===== src/rtl/game_sequencer.sv =====
// Game-flow controller: level/lives registers, phase FSM, level-scaled car step strobe, frog reset pulse.
// Latency: input sampled in cycle N is reflected in registered state/outputs in cycle N+1.
// Backpressure: none; inputs are level signals, outputs are strobes/levels with no handshake.
module game_sequencer #(
    parameter int TICK_BASE   = 900000,
    parameter int TICK_DEC    = 50000,
    parameter int TICK_MIN    = 200000,
    parameter int MAX_LEVEL   = 15,
    parameter int START_LIVES = 3,
    parameter int DEATH_HOLD  = 25000000,
    parameter int WIN_HOLD    = 12500000
) (
    input  logic       i_Clk,
    input  logic       i_Rst_n,
    input  logic       i_Start,
    input  logic       i_Frog_At_Top,
    input  logic       i_Collision,
    output logic [2:0] o_State,
    output logic [3:0] o_Level,
    output logic [1:0] o_Lives,
    output logic       o_Car_Step,
    output logic       o_Frog_Reset,
    output logic       o_Freeze,
    output logic       o_Game_Over
);

    localparam logic [2:0] ST_ATTRACT   = 3'd0;
    localparam logic [2:0] ST_PLAY      = 3'd1;
    localparam logic [2:0] ST_DYING     = 3'd2;
    localparam logic [2:0] ST_LEVEL_UP  = 3'd3;
    localparam logic [2:0] ST_GAME_OVER = 3'd4;

    localparam int HOLD_MAX = (DEATH_HOLD > WIN_HOLD) ? DEATH_HOLD : WIN_HOLD;
    localparam int HOLD_W   = $clog2(HOLD_MAX + 1);

    localparam logic [HOLD_W-1:0] DEATH_LAST = HOLD_W'(DEATH_HOLD - 1);
    localparam logic [HOLD_W-1:0] WIN_LAST   = HOLD_W'(WIN_HOLD - 1);
    localparam logic [23:0]       BASE24     = 24'(TICK_BASE);
    localparam logic [23:0]       DEC24      = 24'(TICK_DEC);
    localparam logic [23:0]       MIN24      = 24'(TICK_MIN);
    localparam logic [3:0]        LVL_MAX    = 4'(MAX_LEVEL);
    localparam logic [1:0]        LIVES_INIT = 2'(START_LIVES);

    logic              start_q;
    logic              start_rise;
    logic              input_mask;
    logic [23:0]       step_cnt;
    logic [23:0]       step_cnt_n;
    logic [23:0]       dec_amt;
    logic [23:0]       period;
    logic [23:0]       step_last;
    logic [HOLD_W-1:0] hold_cnt;
    logic [HOLD_W-1:0] hold_cnt_n;
    logic [2:0]        state_n;
    logic [3:0]        level_n;
    logic [1:0]        lives_n;
    logic              car_step_n;
    logic              frog_reset_n;

    assign start_rise = i_Start & ~start_q;
    // Frog position is stale during the reset pulse cycle, so ignore its reports then.
    assign input_mask = o_Frog_Reset;

    // Clamp before subtracting so the period can never wrap below the floor.
    always_comb begin
        dec_amt = {20'd0, o_Level - 4'd1} * DEC24;
        if ((BASE24 <= MIN24) || (dec_amt >= (BASE24 - MIN24))) begin
            period = MIN24;
        end else begin
            period = BASE24 - dec_amt;
        end
        step_last = period - 24'd1;
    end

    always_comb begin
        state_n      = o_State;
        level_n      = o_Level;
        lives_n      = o_Lives;
        step_cnt_n   = step_cnt;
        hold_cnt_n   = hold_cnt;
        car_step_n   = 1'b0;
        frog_reset_n = 1'b0;

        if (start_rise) begin
            state_n      = ST_PLAY;
            level_n      = 4'd1;
            lives_n      = LIVES_INIT;
            step_cnt_n   = '0;
            hold_cnt_n   = '0;
            frog_reset_n = 1'b1;
        end else begin
            case (o_State)
                ST_ATTRACT: begin
                    state_n = ST_ATTRACT;
                end
                ST_PLAY: begin
                    if (!input_mask && i_Collision) begin
                        hold_cnt_n = '0;
                        if (o_Lives <= 2'd1) begin
                            state_n = ST_GAME_OVER;
                            lives_n = 2'd0;
                        end else begin
                            state_n = ST_DYING;
                            lives_n = o_Lives - 2'd1;
                        end
                    end else if (!input_mask && i_Frog_At_Top) begin
                        state_n    = ST_LEVEL_UP;
                        hold_cnt_n = '0;
                        level_n    = (o_Level >= LVL_MAX) ? LVL_MAX : o_Level + 4'd1;
                    end else if (step_cnt >= step_last) begin
                        step_cnt_n = '0;
                        car_step_n = 1'b1;
                    end else begin
                        step_cnt_n = step_cnt + 24'd1;
                    end
                end
                ST_DYING: begin
                    if (hold_cnt == DEATH_LAST) begin
                        state_n      = ST_PLAY;
                        hold_cnt_n   = '0;
                        frog_reset_n = 1'b1;
                    end else begin
                        hold_cnt_n = hold_cnt + 1'b1;
                    end
                end
                ST_LEVEL_UP: begin
                    if (hold_cnt == WIN_LAST) begin
                        state_n      = ST_PLAY;
                        hold_cnt_n   = '0;
                        step_cnt_n   = '0;
                        frog_reset_n = 1'b1;
                    end else begin
                        hold_cnt_n = hold_cnt + 1'b1;
                    end
                end
                ST_GAME_OVER: begin
                    lives_n = 2'd0;
                end
                default: begin
                    state_n    = ST_ATTRACT;
                    step_cnt_n = '0;
                    hold_cnt_n = '0;
                end
            endcase
        end
    end

    always_ff @(posedge i_Clk or negedge i_Rst_n) begin
        if (!i_Rst_n) begin
            o_State      <= ST_ATTRACT;
            o_Level      <= 4'd1;
            o_Lives      <= LIVES_INIT;
            o_Car_Step   <= 1'b0;
            o_Frog_Reset <= 1'b0;
            o_Freeze     <= 1'b1;
            o_Game_Over  <= 1'b0;
            step_cnt     <= '0;
            hold_cnt     <= '0;
            start_q      <= 1'b0;
        end else begin
            o_State      <= state_n;
            o_Level      <= level_n;
            o_Lives      <= lives_n;
            o_Car_Step   <= car_step_n;
            o_Frog_Reset <= frog_reset_n;
            o_Freeze     <= (state_n != ST_PLAY);
            o_Game_Over  <= (state_n == ST_GAME_OVER);
            step_cnt     <= step_cnt_n;
            hold_cnt     <= hold_cnt_n;
            start_q      <= i_Start;
        end
    end

endmodule


===== config.mk =====
export PLATFORM = sky130hd
export DESIGN_NAME = game_sequencer
export DESIGN_NICKNAME = d
export VERILOG_FILES = /design/src/rtl/game_sequencer.sv
export SDC_FILE = /design/constraint.sdc
export NUM_CORES = 1
export LEC_CHECK = 0
export BUFFER_PORTS_ARGS = -buffer_cell sky130_fd_sc_hd__buf_2
export CORE_ASPECT_RATIO = 1.2
export CORE_MARGIN = 2
export CORE_UTILIZATION = 45
export DETAILED_ROUTE_END_ITERATION = 10
export SLEW_MARGIN = 20
export SYNTH_ARGS = -nofsm -noshare
export SYNTH_HDL_FRONTEND = slang
export SYNTH_SLANG_ARGS = --single-unit

===== constraint.sdc =====
create_clock -name i_Clk -period 12.3 [get_ports i_Clk]
set_input_delay 1.845 -clock i_Clk [delete_from_list [all_inputs] [get_ports i_Clk]]
set_output_delay 1.845 -clock i_Clk [all_outputs]
set_load 0.02 [all_outputs]

==> impl_metrics.yaml <==
pwr:
  p_leak_nw: 2.46
  vdd_drop_max_mv: 0.256
  power_density_mw_per_mm2: 286
sta:
  relSlewSlack_pct: 42.7
  setup_viol: 0
  setup_tns_ns: 0
  clock_skew_ns: 0.00624
  slew_violations: 0
  rsz0062_at_grt: "no"
  timing.final.crit_share_pct: 63.0
  worst_pin_slew_ns: 0.855
  fin_ws_ns: 4.55
  fin_crit_ns: 7.75
  finalHoldViolCount: 0
  fmax_ghz: 0.129
synth:
  ys_seq_area_share_pct: 31.2
  syn_area_mm2: 0.00506
  ys_ff_latch: 63
  avgSynthCellArea_um2: 8.16
  synth_async_sr_flop_share_pct: 100
  ys_types: 63
  synth_warnings: 0
  synth_nets: 666
  synthCells: 621
  synth_edf_count: 0
  synthFlopType: "dfrtp_1"
setup_path:
  worstPathRequired_ns: 12.57
  cpPeakStageDelay_ns: 0.67
  slowest_stage: "dfstp_2"
  cp-end-kind: "register"
  startpoint: "o_Level[0]"
  crit_fanout: 21
  critPathArrivalTime_ns: 8.02
  reg2reg_depth: 25
  crit_path_frequent_cell: "ha_1"
  startpoint_type: "register"
  reg2reg_from: "o_Level[0]"
  worstSetupPathType: "reg2reg"
flow_run:
  timing.max_cap.violations: 0
clock_tree:
  clockBufferDepth: 2
  hold_buffers: 0
  cts.clk_slew.worst_paths_ns: 0.05
  cts.sinks: 63
  post_cts_buffers: 0
  h-tree-depth: 3
  cts_resized: 0
  numCtsBuffers: 9
  cts-root-buf: "clkbuf_16"
  cts_tree: "built"
  clock_latency_ns: 0.33
placed_design:
  routabilityCongestion: 0.881
  place_ws_ns: 4.58
  io_buffers: 17
  hpwl_mm: 9.13
floorplanning:
  coreArea_mm2: 0.0110
  die_width_um: 101
  dieArea_mm2: 0.0121
  io_pins: 18
  start_util_pct: 46.1
  fp.dieH_um: 120
  rows: 42
global_route:
  grt_max_degree: 64
  grt_pass1_vias: 4606
  antenna_found_initial: 0
  grtUsageTotal_pct: 22.5
  overflow: 0
  grt_pass1_wl_mm: 22.1
worst_hold_path:
  hp-class: "reg2reg"
  whs_path_depth: 2
  hp-start: "o_Lives[1]"
final_layout:
  n_fill_cell: 1041
  nets: 669
  final_common_cell: "nand2_1"
  num_antenna_cells: 0
  layout_common_cells: "nand2_1 (71), nor2_1 (62), dfrtp_1 (59)"
  drive_above_1_share_pct: 7.79
  area_delta_synth_final_pct: 8.47
detailed_routing:
  routedWlPerCell_um: 16.5
  post-route-drc-count: 0
  firstDrtPassIters: 5
  via_per_inst: 6.12
  drt-total-wl_mm: 12.6
  final_antenna_net_count: 0
  drt_iter0_markers: 242
  vias: 4654
outcome:
  status: "finished, final reports clean"
[state kept, by name, summed over array words and instances (netlist names)]
name	flops
o_Car_Step	1
o_State	3
o_Freeze	1
o_Frog_Reset	1
o_Game_Over	1
o_Lives	2
step_cnt	24
o_Level	4
start_q	1
hold_cnt	25
[power by group]
| group | internal [mW] | leakage, nW | switching (mW) |
|---|---|---|---|
| Combinational | 0.397 | 1.46 | 0.673 |
| Clock | 0.146 | 0.142 | 0.0900 |
| Sequential | 0.232 | 0.854 | 0.0332 |
[cell type report]
class | instances | area (µm²) | share of cell area (%)
clock buffers | 12 | 256 | 4.67
repair buffers | 20 | 108 | 1.96
well taps | 132 | 165 | 3.01
clock inverters | 4 | 20.0 | 0.364
inverters | 15 | 56.3 | 1.02
flip-flops and latches | 63 | 1580 | 28.8
multi-input cells | 515 | 3310 | 60.2
[layer usage]
metal	share of wire, %	global-route usage, %	vias up
li1	-	-	2303
met3	2.3	3.76	27
met5	0	0	-
met4	2.5	9.33	0
met1	44	28.2	2252
met2	51	37.9	72
[Yosys cell counts, drive strengths merged (6+ instances only)]
| cell | instances | area share, % |
|---|---|---|
| nand4 | 15 | 1.9 |
| nand2 | 71 | 5.3 |
| a221o | 13 | 2.6 |
| and2 | 9 | 1.1 |
| a21o | 11 | 1.6 |
| ha | 40 | 9.9 |
| a211oi | 9 | 1.3 |
| inv | 14 | 1.0 |
| a21oi | 31 | 3.1 |
| o21ai | 37 | 3.7 |
| and4 | 6 | 1.0 |
| clkbuf | 23 | 1.7 |
| and3 | 11 | 1.4 |
| nand3 | 37 | 3.7 |
| xor2 | 20 | 3.5 |
| o31ai | 8 | 1.2 |
| nor2 | 62 | 4.6 |
| dfrtp | 59 | 29 |
| nor4 | 7 | 0.86 |
| nor3 | 34 | 3.6 |
| xnor2 | 23 | 4.0 |
[cell families (layout without fill, tap and decap cells)]
group,count (synthesis),count (layout),synth area share [%]
buf+inv,43,51,3.48
flops,63,63,31.2
fa+ha+maj,40,40,9.88
mux,2,2,0.420
xor+xnor,43,43,7.44
simple gates,274,274,26.4
compound gates,156,156,21.1
[worst max-delay path, delay by kind of cell, from the launching register on]
family | cells | cell delay, ns
buffers and inverters | 3 | 0.76
adders and majority gates | 5 | 1.73
and+or+nand+nor | 2 | 1.04
xor gates and xnor gates | 2 | 0.60
muxes | 1 | 0.28
DFF | 1 | 0.67
AOI/OAI and AO/OA | 12 | 2.63
[worst paths after layout]
| kind | end | slack (ns) |
|---|---|---|
| setup / recovery | step_cnt[0] | 4.55 |
| hold / removal | o_Lives[1] | 0.50 |
| setup reg to reg | step_cnt[0] | 4.55 |
| hold reg to reg | o_Lives[1] | 0.50 |
| max in group asynchronous | step_cnt[3] | 10.07 |
| min in group asynchronous | hold_cnt[2] | 1.67 |
[through the flow]
stage | hold WS (ns) | cell area [µm²] | std cells | util (%) | total power [mW]
floorplan | 0.472 | 5060 | 621 | - | 1.11
global placement | 0.484 | 5220 | 745 | 47.5 | 1.32
detailed placement | 0.491 | 5220 | 745 | 47.5 | 1.34
CTS | 0.500 | 5490 | 761 | 50.0 | 1.58
global route | 0.534 | 5490 | 761 | 50.0 | 1.73
finish | 0.497 | 5490 | 761 | 50.0 | 1.57
(Power assumes the default switching activity.)
